$ cat config.mk
export PLATFORM = sky130hd
export DESIGN_NAME = ram_stream_loader
export DESIGN_NICKNAME = d
export VERILOG_FILES = /design/src/rtl/ram_stream_loader.sv
export SDC_FILE = /design/constraint.sdc
export NUM_CORES = 1
export LEC_CHECK = 0
export BUFFER_PORTS_ARGS = -buffer_cell sky130_fd_sc_hd__buf_2
export CAP_MARGIN = 20
export CORE_MARGIN = 5
export CORE_UTILIZATION = 50
export CTS_BUF_LIST = sky130_fd_sc_hd__clkbuf_4 sky130_fd_sc_hd__clkbuf_8
export CTS_CLUSTER_SIZE = 28
export DETAILED_ROUTE_END_ITERATION = 16
export HOLD_SLACK_MARGIN = 0.06
export PLACE_DENSITY = 0.77
export SLEW_MARGIN = 15
export SYNTH_ARGS = -nofsm -noshare
export SYNTH_HDL_FRONTEND = slang
export SYNTH_SLANG_ARGS = --single-unit
export TNS_END_PERCENT = 50
$ cat constraint.sdc
create_clock -name clk -period 6.7 [get_ports clk]
set_clock_uncertainty 0.05 [all_clocks]
set_input_delay 1.34 -clock clk [delete_from_list [all_inputs] [get_ports clk]]
set_output_delay 1.34 -clock clk [all_outputs]
set_load 0.1 [all_outputs]
$ cat src/rtl/ram_stream_loader.sv
// Boot loader: parses a framed byte stream and writes little-endian words
// into one of NUM_RAMS on-chip RAMs through a shared registered write port.
module ram_stream_loader #(
  parameter int         DATA_WIDTH = 32,
  parameter int         ADDR_WIDTH = 12,
  parameter int         NUM_RAMS   = 2,
  parameter logic [7:0] SYNC_BYTE  = 8'hA5
) (
  input  logic                  clk,
  input  logic                  reset,
  input  logic                  in_valid,
  input  logic [7:0]            in_data,
  output logic                  in_ready,
  output logic [NUM_RAMS-1:0]   ram_we,
  output logic [ADDR_WIDTH-1:0] ram_addr,
  output logic [DATA_WIDTH-1:0] ram_wdata,
  output logic                  core_hold,
  output logic                  load_done,
  output logic                  load_error
);

  localparam int                 BPW        = DATA_WIDTH / 8;
  localparam logic [3:0]         LAST_BYTE  = 4'(BPW - 1);
  localparam logic [NUM_RAMS-1:0] WE_ONE    = NUM_RAMS'(1);
  localparam logic [4:0]         NUM_RAMS_W = 5'(NUM_RAMS);

  typedef enum logic [3:0] {
    S_IDLE,
    S_CMD,
    S_ADDR0,
    S_ADDR1,
    S_LEN0,
    S_LEN1,
    S_DATA,
    S_CSUM,
    S_ERROR
  } state_t;

  state_t                state;
  logic [3:0]            target;
  logic [7:0]            addr_lo;
  logic [7:0]            len_lo;
  logic [ADDR_WIDTH-1:0] addr;
  logic [15:0]           words_left;
  logic [3:0]            byte_idx;
  logic [DATA_WIDTH-1:0] word_buf;
  logic [7:0]            csum;

  logic                  accept;
  logic [15:0]           addr_full;
  logic [15:0]           len_full;
  logic [DATA_WIDTH-1:0] word_next;

  assign accept    = in_valid & in_ready;
  assign addr_full = {in_data, addr_lo};
  assign len_full  = {in_data, len_lo};

  // Partial word with the incoming byte merged into its little-endian lane.
  always_comb begin
    word_next                   = word_buf;
    word_next[8*byte_idx +: 8]  = in_data;
  end

  always_ff @(posedge clk or negedge reset) begin
    if (!reset) begin
      state      <= S_IDLE;
      target     <= '0;
      addr_lo    <= '0;
      len_lo     <= '0;
      addr       <= '0;
      words_left <= '0;
      byte_idx   <= '0;
      word_buf   <= '0;
      csum       <= '0;
      in_ready   <= 1'b0;
      ram_we     <= '0;
      ram_addr   <= '0;
      ram_wdata  <= '0;
      core_hold  <= 1'b0;
      load_done  <= 1'b0;
      load_error <= 1'b0;
    end else begin
      ram_we     <= '0;
      load_done  <= 1'b0;
      load_error <= 1'b0;
      if (state == S_ERROR) begin
        state    <= S_IDLE;
        in_ready <= 1'b1;
      end else begin
        in_ready <= 1'b1;
        if (accept) begin
          case (state)
            S_IDLE: begin
              if (in_data == SYNC_BYTE) begin
                state     <= S_CMD;
                core_hold <= 1'b1;
                csum      <= '0;
                byte_idx  <= '0;
              end
            end
            S_CMD: begin
              csum   <= csum ^ in_data;
              target <= in_data[3:0];
              if ({1'b0, in_data[3:0]} >= NUM_RAMS_W) begin
                state      <= S_ERROR;
                in_ready   <= 1'b0;
                load_error <= 1'b1;
                core_hold  <= 1'b0;
              end else begin
                state <= S_ADDR0;
              end
            end
            S_ADDR0: begin
              csum    <= csum ^ in_data;
              addr_lo <= in_data;
              state   <= S_ADDR1;
            end
            S_ADDR1: begin
              csum  <= csum ^ in_data;
              addr  <= addr_full[ADDR_WIDTH-1:0];
              state <= S_LEN0;
            end
            S_LEN0: begin
              csum   <= csum ^ in_data;
              len_lo <= in_data;
              state  <= S_LEN1;
            end
            S_LEN1: begin
              csum       <= csum ^ in_data;
              words_left <= len_full;
              state      <= (len_full == 16'd0) ? S_CSUM : S_DATA;
            end
            S_DATA: begin
              csum     <= csum ^ in_data;
              word_buf <= word_next;
              // Last lane of a word: issue the write and step the address.
              if (byte_idx == LAST_BYTE) begin
                byte_idx   <= '0;
                ram_we     <= WE_ONE << target;
                ram_addr   <= addr;
                ram_wdata  <= word_next;
                addr       <= addr + ADDR_WIDTH'(1);
                words_left <= words_left - 16'd1;
                if (words_left == 16'd1)
                  state <= S_CSUM;
              end else begin
                byte_idx <= byte_idx + 4'd1;
              end
            end
            S_CSUM: begin
              core_hold <= 1'b0;
              if (in_data == csum) begin
                load_done <= 1'b1;
                state     <= S_IDLE;
              end else begin
                load_error <= 1'b1;
                in_ready   <= 1'b0;
                state      <= S_ERROR;
              end
            end
            default: state <= S_IDLE;
          endcase
        end
      end
    end
  end

endmodule

---- After elaboration in Yosys (flattened, before gate mapping) ----
Cells that the tools add are included.
storage, ports and cells
  word-level logic and storage cells ...... 104
  output and inout bits ................... 50
  register bits ........................... 146
cells by class
  mux-type cells .......................... 39
  eq/ne operators ......................... 18
  $add $sub $neg .......................... 4
  reduce and logical (&&, ||, !) cells .... 20
  shifts and indexed selects .............. 3
  magnitude comparators ................... 1
  bitwise logic cells ..................... 3
operators with widths
  cell                     count
  $mux 4                   9
  $neg 7->34               1
  $shift 8x34->32 const A  1
  $shiftx 8x34->32         1
  $bwmux 32                1
  $pmux 16 s2              1
  $pmux 4 s8               1
  $pmux 12 s2              1
  $reduce_and 4->1         6
  $eq 16x1->1 const B      1
  $eq 4x3->1 const B       4
  $logic_not 16->1         1
  $mux 16                  1
  $pmux 8 s2               1
  $sub 16x1->16 const B    1
  $mux 1                   14
  $add 12x1->12 const B    1
  $eq 4x2->1 const B       3
  $mux 12                  1
  $reduce_and 3->1         4
  $reduce_bool 2->1        5
  $ne 3x3->1 const B       3
  $eq 8x8->1               1
  $eq 8x8->1 const B       1
  other kinds (18)         24

---- Depth between registers and ports, before layout ----
Gate-level depths: netlist of run 1.
  depth in word-level cells ............... 6
  mapped depth ............................ 10
  gate-level depth less buffers ........... 7

---- Least setup slack after synthesis of run 1 ----
OpenSTA, ideal clock, no wires.
  path kind ............................... input to register
  start point ............................. input port in_data[3]
  end point ............................... register csum[0]
  setup slack ............................. 4.033 ns
  path buffers ............................ 1
  library setup time ...................... 0.083 ns
  data required time ...................... 6.567 ns
  stages on the path ...................... 6
  data arrival time ....................... 2.535 ns
  cell sequence ........................... nor4_2 -> a21bo_2 -> nand3_2 -> or2_2 -> clkbuf_1 -> o21ai_0
between the ends
  word-level cells in the longest chain between the ends .. 3
RTL lines
  element                     RTL line  text
  start: declaration          12        input logic [7:0] in_data,
  $eq 8x8->1                  94        if (in_data == SYNC_BYTE) begin
  $ne 2x2->1 (no line)        --
  $reduce_and 4->1 (no line)  --
  end signal: assignment      102       csum <= csum ^ in_data;
  end signal: assignment      114       csum <= csum ^ in_data;
  end signal: assignment      119       csum <= csum ^ in_data;
  end: declaration            47        logic [7:0] csum;
Every way passes these cells.
A chain may end at the register's enable or synchronous reset.

---- Worst setup path after layout of run 1 ----
  start point ............................. register byte_idx[0]
  end point ............................... register word_buf[19]
between the ends
  word-level cells in the longest chain between the ends .. 3
RTL lines
  element                                              RTL line  text
  start: declaration                                   45        logic [3:0] byte_idx;
  start signal: assignment                             147       byte_idx <= byte_idx + 4'd1;
  $neg 7->34 (*)                                       61        word_next[8*byte_idx +: 8] = in_data;
  $shiftx 8x34->32 or $shift 8x34->32 (tied branches)  61
  $bwmux 32 (*)                                        61
  end signal: assignment                               135       word_buf <= word_next;
  end: declaration                                     46        logic [DATA_WIDTH-1:0] word_buf;
Mark *: on every way between the ends. The rest lies on a longest branch, timed or not.

==> impl_metrics.ini, run 1 <==
[grt]
use_met2 = 0.327
use_met3 = 0.0392
grt.total_usage = 0.204
grt_max_degree = 84
overflow = 0
busiest_layer = met2
grtUsageMet1 = 0.278
grt_pass1_vias = 5319
grt_pass1_wl_mm = 26.8
grt_antenna_before_repair = 0

[detailed_routing]
vias_per_cell = 5.90
wire_per_inst_um = 17.4
post-route-drc-count = 0
drtIter0Drc = 506
vias = 5436
drtPass1Iterations = 5
drt.antenna.violating_nets = 0
drt-total-wl_mm = 16.1

[setup_path]
crit_family = simple AND/OR/NAND/NOR gates
endpoint_kind = flip-flop
worstPathArrival_ps = 3510
critPathBufInv = 0
crit_required_ps = 7000
critPathMaxFanout = 10
critPathSlowestCell = or2_1
cp-start-kind = flip-flop
path_class = flip-flop to flip-flop
critPathMaxStageDelay_ps = 560
path_cells = or3_1 -> ha_1 -> nor3b_1 -> nand4_1 -> or2_1 -> mux2_2

[floorplanning]
ios = 61
core_um2 = 13800
die_height_um = 128
num_rows = 43
die_x_um = 128
start_util = 0.506
die_area_um2 = 16500

[sta]
fin_crit_ps = 3210
setup_viol = 0
drv_slew = 0
whs_ps = 416
hold_viol_final = 0
rsz0062_at_grt = false
worstMarginPinSlew_ps = 905
finalSetupTns_ps = 0
fin_crit_sh = 0.479
slew_headroom = 0.397
max_freq_mhz = 312

[layout]
final_cell_mix = dfrtp_1, nor2_1, a21oi_1
area_growth_pct = 10.3
drive_above_1_share = 0.204
final_cell_count_no_fill = 922
final_common_cell = dfrtp_1
n_antenna_cell = 0
fin_nets = 747

[synth]
yosysTopAreaCellShare = 0.522
yosysSeqAreaShare = 0.522
syn_area_um2 = 7000
ys_ff_latch = 146
syn-num-nets = 714
synth_ff_type = dfrtp_1
synth_area_leaders = dfrtp_1, mux2_2, a21oi_1, nor2_1, o21ai_0
avgSynthCellArea_um2 = 10.0
synth_top_area_cell = dfrtp_1
synthArstFlopShare = 1.00
synth_edf_count = 0
synthCells = 697
synth_warnings = 0
netlist-cell-type-count = 62

[power]
internal_power_uw = 2030
p_leak_uw = 0.00360
comb_power_share = 0.461
power_switching_uw = 2000
power_density_nw_per_um2 = 521
switching_share = 0.496
seq_power_share = 0.369
p_clk_frac = 0.170
irDropWorstVdd_uv = 232

[clock_network]
clk_latency_ps = 460
h-tree-depth = 4
cts-root-buf = clkbuf_8
post_cts_buffers = 0
cts.repair.resized = 0
clockBufferDepth = 2
cts_buffers = 17
cts_tree = done
clock_sinks = 146
clkTransAtPathRegs_ps = 80
cts.hold.buffers_added = 0

[placed_design]
hpwl_mm = 10.3
port_buffers = 60
globalplace.congestion = 0.908
dp.cells = 890

[run]
drv_cap = 0

[run_status]
run_status = finished clean

[hold_path]
hold_class = flip-flop to flip-flop
-- cells by family (layout without fill, tap and decap cells) --
group                    count (synthesis)  after routing  synth area share
AO/OA/AOI/OAI                          190            190             0.158
XOR/XNOR                                10             10            0.0125
adder cells (fa/ha/maj)                  6              6            0.0107
buffers and inverters                   57            102            0.0358
flip-flops                             146            146             0.522
multiplexers                            65             65             0.102
AND/OR/NAND/NOR                        223            223             0.160
-- cell type report --
type                            instances  area, um^2
Inverter                                8        30.0
Timing Repair Buffer                   63         337
Clock inverter                         12         133
Clock buffer                           19         249
Multi-Input combinational cell        494        3100
Tap cell                              180         225
Fill cell                            1167        6100
Sequential cell                       146        3650
-- registers in the layout, indices dropped and copies added (netlist names), 2 cells and up --
name,count
csum,8
state,4
addr_lo,8
word_buf,32
target,4
len_lo,8
byte_idx,4
ram_addr,12
words_left,16
ram_we,2
ram_wdata,32
addr,12
-- power by group through the flow --
stage	logic (uW)	clock network (uW)	registers, uW
6_report	1850	683	1480
5_1_grt	2000	733	1530
4_1_cts	1850	696	1480
3_5_place_dp	1840	0	1490
3_3_place_gp	1800	0	1470
2_1_floorplan	819	0	2170
-- path summary, 6_finish.rpt --
path / to / slack (ps) / start / cells past startpoint
max: word_buf[19] / 3490 / byte_idx[0] / 6
min: ram_we[0] / 420 / target[0] / 1
max reg2reg: word_buf[19] / 3490 / byte_idx[0] / 6
min reg2reg: ram_we[0] / 420 / target[0] / 1
max in group asynchronous: words_left[12] / 4400 / reset / 2
min in group asynchronous: ram_wdata[15] / 850 / reset / 1
-- Yosys cell counts (3+ instances only) --
master,count
nand4b_1,5
dfrtp_1,146
mux2_2,48
and4_1,3
o2bb2ai_1,3
nor3_1,10
xor2_1,7
o22ai_1,6
a21oi_1,81
buf_4,4
nor4_1,7
inv_1,8
buf_2,17
o31ai_1,9
nand3_1,14
clkbuf_1,27
nand2_1,45
xnor2_1,3
and2_1,4
nor2b_1,5
or2_1,3
nand2b_1,13
mux2i_1,17
nor2_1,87
a31oi_1,3
o21ai_0,58
nand4_1,6
ha_1,6
a22o_1,4
o22a_1,4
nor3b_1,4
a2bb2oi_1,5
-- stage by stage --
stage | area [um^2] | util | setup slack (ps) | power, uW
2_1_floorplan | 7000 | - | 4030 | 2980
3_3_place_gp | 7330 | 0.530 | 3270 | 3270
3_5_place_dp | 7330 | 0.530 | 3130 | 3340
4_1_cts | 7710 | 0.557 | 3550 | 4030
5_1_grt | 7720 | 0.559 | 3290 | 4260
6_report | 7720 | 0.559 | 3490 | 4020
-- routing by layer --
layer | up-vias | wire, um
met5 | - | 0
met4 | 0 | 317
met3 | 29 | 950
met2 | 188 | 7630
met1 | 2662 | 7160
li1 | 2557 | -
Note: power is estimated with default switching activity, not from simulation.
==> run 2: changes to the inputs <==
PLACE_DENSITY = 0.79   (was 0.77)
clock period = 2.7 ns   (was 6.7 ns; I/O delays follow)
==> impl_metrics.ini, run 2 (synthesis results as in run 1) <==
[run_status]
run_status = finished clean

[layout]
design_area_um2 = 7910
drive_above_1_share = 0.220
final_common_cell = dfrtp_1
n_antenna_cell = 0
fillers = 1134
largestRegisters = ram_wdata (32), word_buf (32), words_left (16)
fin_nets = 763
area_growth_pct = 13.0
final_cell_mix = dfrtp_1, nor2_1, a21oi_1

[detailed_routing]
drt.antenna.violating_nets = 0
drtIter0Drc = 733
drtPass1Iterations = 5
drt-total-wl_mm = 16.1
wire_per_inst_um = 17.1
post-route-drc-count = 0
vias = 5492
vias_per_cell = 5.85

[placed_design]
globalplace.congestion = 0.818
hpwl_mm = 10.7
place_area_um2 = 7470
port_buffers = 60

[floorplanning]
die_area_um2 = 16500
num_rows = 43
core_um2 = 13800
die_height_um = 128
die_x_um = 128
ios = 61
start_util = 0.506

[clock_network]
cts.repair.resized = 0
clkTransAtPathRegs_ps = 70
clk_latency_ps = 460
cts-root-buf = clkbuf_8
clockBufferDepth = 2
h-tree-depth = 4
cts_buffers = 17
cts_tree = done
clock_sinks = 146

[run]
drv_cap = 0

[grt]
overflow = 0
grt_pass1_vias = 5468
grt_max_degree = 75
grt.total_usage = 0.204
grt_pass1_wl_mm = 26.9
grt_antenna_before_repair = 0

[power]
power_density_nw_per_um2 = 1280
p_leak_uw = 0.00370
irDropWorstVdd_uv = 668

[sta]
rsz0062_at_grt = false
max_freq_mhz = 407
finalSetupTns_ps = 0
fin_crit_ps = 2460
worstMarginPinSlew_ps = 691
fin_crit_sh = 0.910
hold_viol_final = 0
slew_headroom = 0.539
drv_slew = 0
setup_viol = 0

[setup_path]
worstPathArrival_ps = 2750
path_class = flip-flop to flip-flop
cp-start-kind = flip-flop
crit_required_ps = 2990
critPathMaxFanout = 13
endpoint_kind = flip-flop

[hold_path]
hold_class = input port to flip-flop
[run 2: path summary, 6_finish.rpt]
kind	depth (start not counted)	to	slack, ps	from
max in group asynchronous	3	words_left[2]	1260	reset
max	6	words_left[15]	240	byte_idx[0]
min	4	state[0]	390	in_data[1]
min in group asynchronous	2	ram_wdata[12]	610	reset
min reg2reg	1	ram_we[0]	400	target[0]
max reg2reg	6	words_left[15]	240	byte_idx[0]
[run 2: cell type report]
class | count | area (um^2) | share of cell area
multi-input cells | 494 | 3100 | 0.391
well taps | 180 | 225 | 0.0285
clock inverters | 12 | 158 | 0.0199
inverters | 8 | 30.0 | 0.00380
flip-flops and latches | 146 | 3650 | 0.462
clock buffers | 20 | 269 | 0.0340
repair buffers | 79 | 477 | 0.0603
[run 2: power breakdown]
part	internal (uW)	total, uW	switching [uW]
Clock	974	1810	837
Combinational	1250	4670	3410
Sequential	2980	3680	692
[run 2: timing repair]
action,in CTS,in global routing
hold endpoints to repair,2,0
setup buffers,0,0
hold buffers,1,0
[run 2: critical path, cell delays in order, from the launching register on]
cell and delay [ps]:
dfrtp_1 500, ha_1 230, or3b_1 460, o21ai_0 240, and2_1 450, o21ai_0 160, a22o_1 250
[run 2: metal layers]
layer,part of all wire,vias up,track usage
li1,-,2584,-
met1,0.43,2714,0.261
met2,0.50,164,0.345
met3,0.049,30,0.0404
met4,0.021,0,0.0743
met5,0,-,0
[run 2: through the flow]
stage	worst slack (ps)	hold WS, ps	total power, uW	utilization	cells
global placement	331	389	8160	0.540	906
finish	242	389	10200	0.572	939
CTS	257	363	10200	0.572	939
detailed placement	296	388	8360	0.540	906
global route	95.4	404	10700	0.572	939
floorplan	71.5	194	7400	-	697
==> run 3: changes to the inputs <==
CORE_UTILIZATION = 51   (was 50)
PLACE_DENSITY = 0.81   (was 0.79)
==> impl_metrics.ini, run 3 (synthesis results as in run 1) <==
[placed_design]
dp_slack_ps = 224
globalplace.congestion = 0.904
hpwl_mm = 10.9
port_buffers = 60

[sta]
slew_headroom = 0.541
hold_viol_final = 0
fin_crit_ps = 2480
finalSetupTns_ps = 0
layout_setup_ws_ps = 217
max_freq_mhz = 403
rsz0062_at_grt = false
setup_viol = 0
drv_slew = 0
fin_crit_sh = 0.920
worstMarginPinSlew_ps = 679

[power]
irDropWorstVdd_uv = 703
power_switching_uw = 4920
power_density_nw_per_um2 = 1280
switching_share = 0.489
seq_power_share = 0.365
p_leak_uw = 0.00368
comb_power_share = 0.466
p_clk_frac = 0.169
internal_power_uw = 5150

[detailed_routing]
post-route-drc-count = 0
drtPass1Iterations = 7
drt.antenna.violating_nets = 0
vias = 5509
drt-total-wl_mm = 16.2
vias_per_cell = 5.91
wire_per_inst_um = 17.3
drtIter0Drc = 595

[clock_network]
cts_tree = done
cts_buffers = 17
clkTransAtPathRegs_ps = 70
cts-root-buf = clkbuf_8
clk_latency_ps = 450
clock_sinks = 146
h-tree-depth = 4
clockBufferDepth = 2

[grt]
busiest_layer = met2
grtUsageMet1 = 0.264
grt_pass1_wl_mm = 27.1
grt_antenna_before_repair = 0
grt_pass1_vias = 5431
grt.total_usage = 0.206
grt_max_degree = 71
overflow = 0
use_met3 = 0.0505
use_met2 = 0.343

[layout]
final_common_cell = dfrtp_1
area_growth_pct = 12.4
largestRegisters = ram_wdata (32), word_buf (32), words_left (16)
fin_nets = 762
final_cell_mix = dfrtp_1, nor2_1, a21oi_1
fin_util = 0.589
n_antenna_cell = 0
drive_above_1_share = 0.217

[setup_path]
ff2ff_setup_slack_ps = 220
worstPathArrival_ps = 2760
critPathMaxFanout = 13
endpoint_kind = flip-flop
crit_required_ps = 2980
path_class = flip-flop to flip-flop
cp-start-kind = flip-flop

[floorplanning]
ios = 61
die_x_um = 127
core_um2 = 13300
die_area_um2 = 16200
die_height_um = 127
num_rows = 42
start_util = 0.524

[run_status]
run_status = finished clean

[hold_path]
hold_class = input port to flip-flop

[run]
drv_cap = 0
==> run 3: metrics by stage <==
step	cells	cell area (um^2)	total power, uW	hold WS [ps]
after global placement	901	7460	8160	379
after detailed placement	901	7460	8370	400
after global routing	932	7860	10600	409
after CTS	932	7860	10100	357
after floorplan	697	7000	7400	194
final	932	7860	10100	394
==> run 3: final timing paths <==
path                                  start             to  depth (start not counted)
worst max-delay path            byte_idx[0]  words_left[0]                          6
worst min-delay path             in_data[3]       state[0]                          4
worst max register to register  byte_idx[0]  words_left[0]                          6
worst min register to register    target[0]      ram_we[0]                          1
max in group asynchronous             reset        addr[3]                          3
min in group asynchronous             reset   word_buf[13]                          2
==> run 3: what timing repair did <==
item	CTS	global route
resized for setup	0	0
hold endpoints to repair	47	0
endpoints found under the setup margin	0	0
hold buffers	1	0
buffers inserted	0	0
==> run 3: cell type report <==
class | count | area, um^2
Sequential cell | 146 | 3650
Fill cell | 1117 | 5480
Tap cell | 176 | 220
Clock inverter | 8 | 105
Multi-Input combinational cell | 494 | 3100
Timing Repair Buffer | 78 | 469
Inverter | 8 | 30.0
Clock buffer | 22 | 290
==> run 3: critical path, cell delays in order, from the launching register on <==
cell	delay [ps]
dfrtp_1	500
ha_1	240
or3b_1	460
o21ai_0	240
and2_1	450
nor2_1	90
a311o_1	330
==> run 3: power groups by stage <==
stage | combinational, uW | clock [uW] | sequential (uW)
final | 4690 | 1700 | 3670
after global routing | 5010 | 1830 | 3780
after CTS | 4700 | 1750 | 3660
after detailed placement | 4670 | 0 | 3700
after global placement | 4530 | 0 | 3630
after floorplan | 2030 | 0 | 5370
==> run 3: metal layers <==
| metal | share of wire | vias up |
|---|---|---|
| met1 | 0.42 | 2711 |
| met5 | 0 | - |
| met2 | 0.50 | 174 |
| li1 | - | 2587 |
| met4 | 0.023 | 0 |
| met3 | 0.056 | 37 |
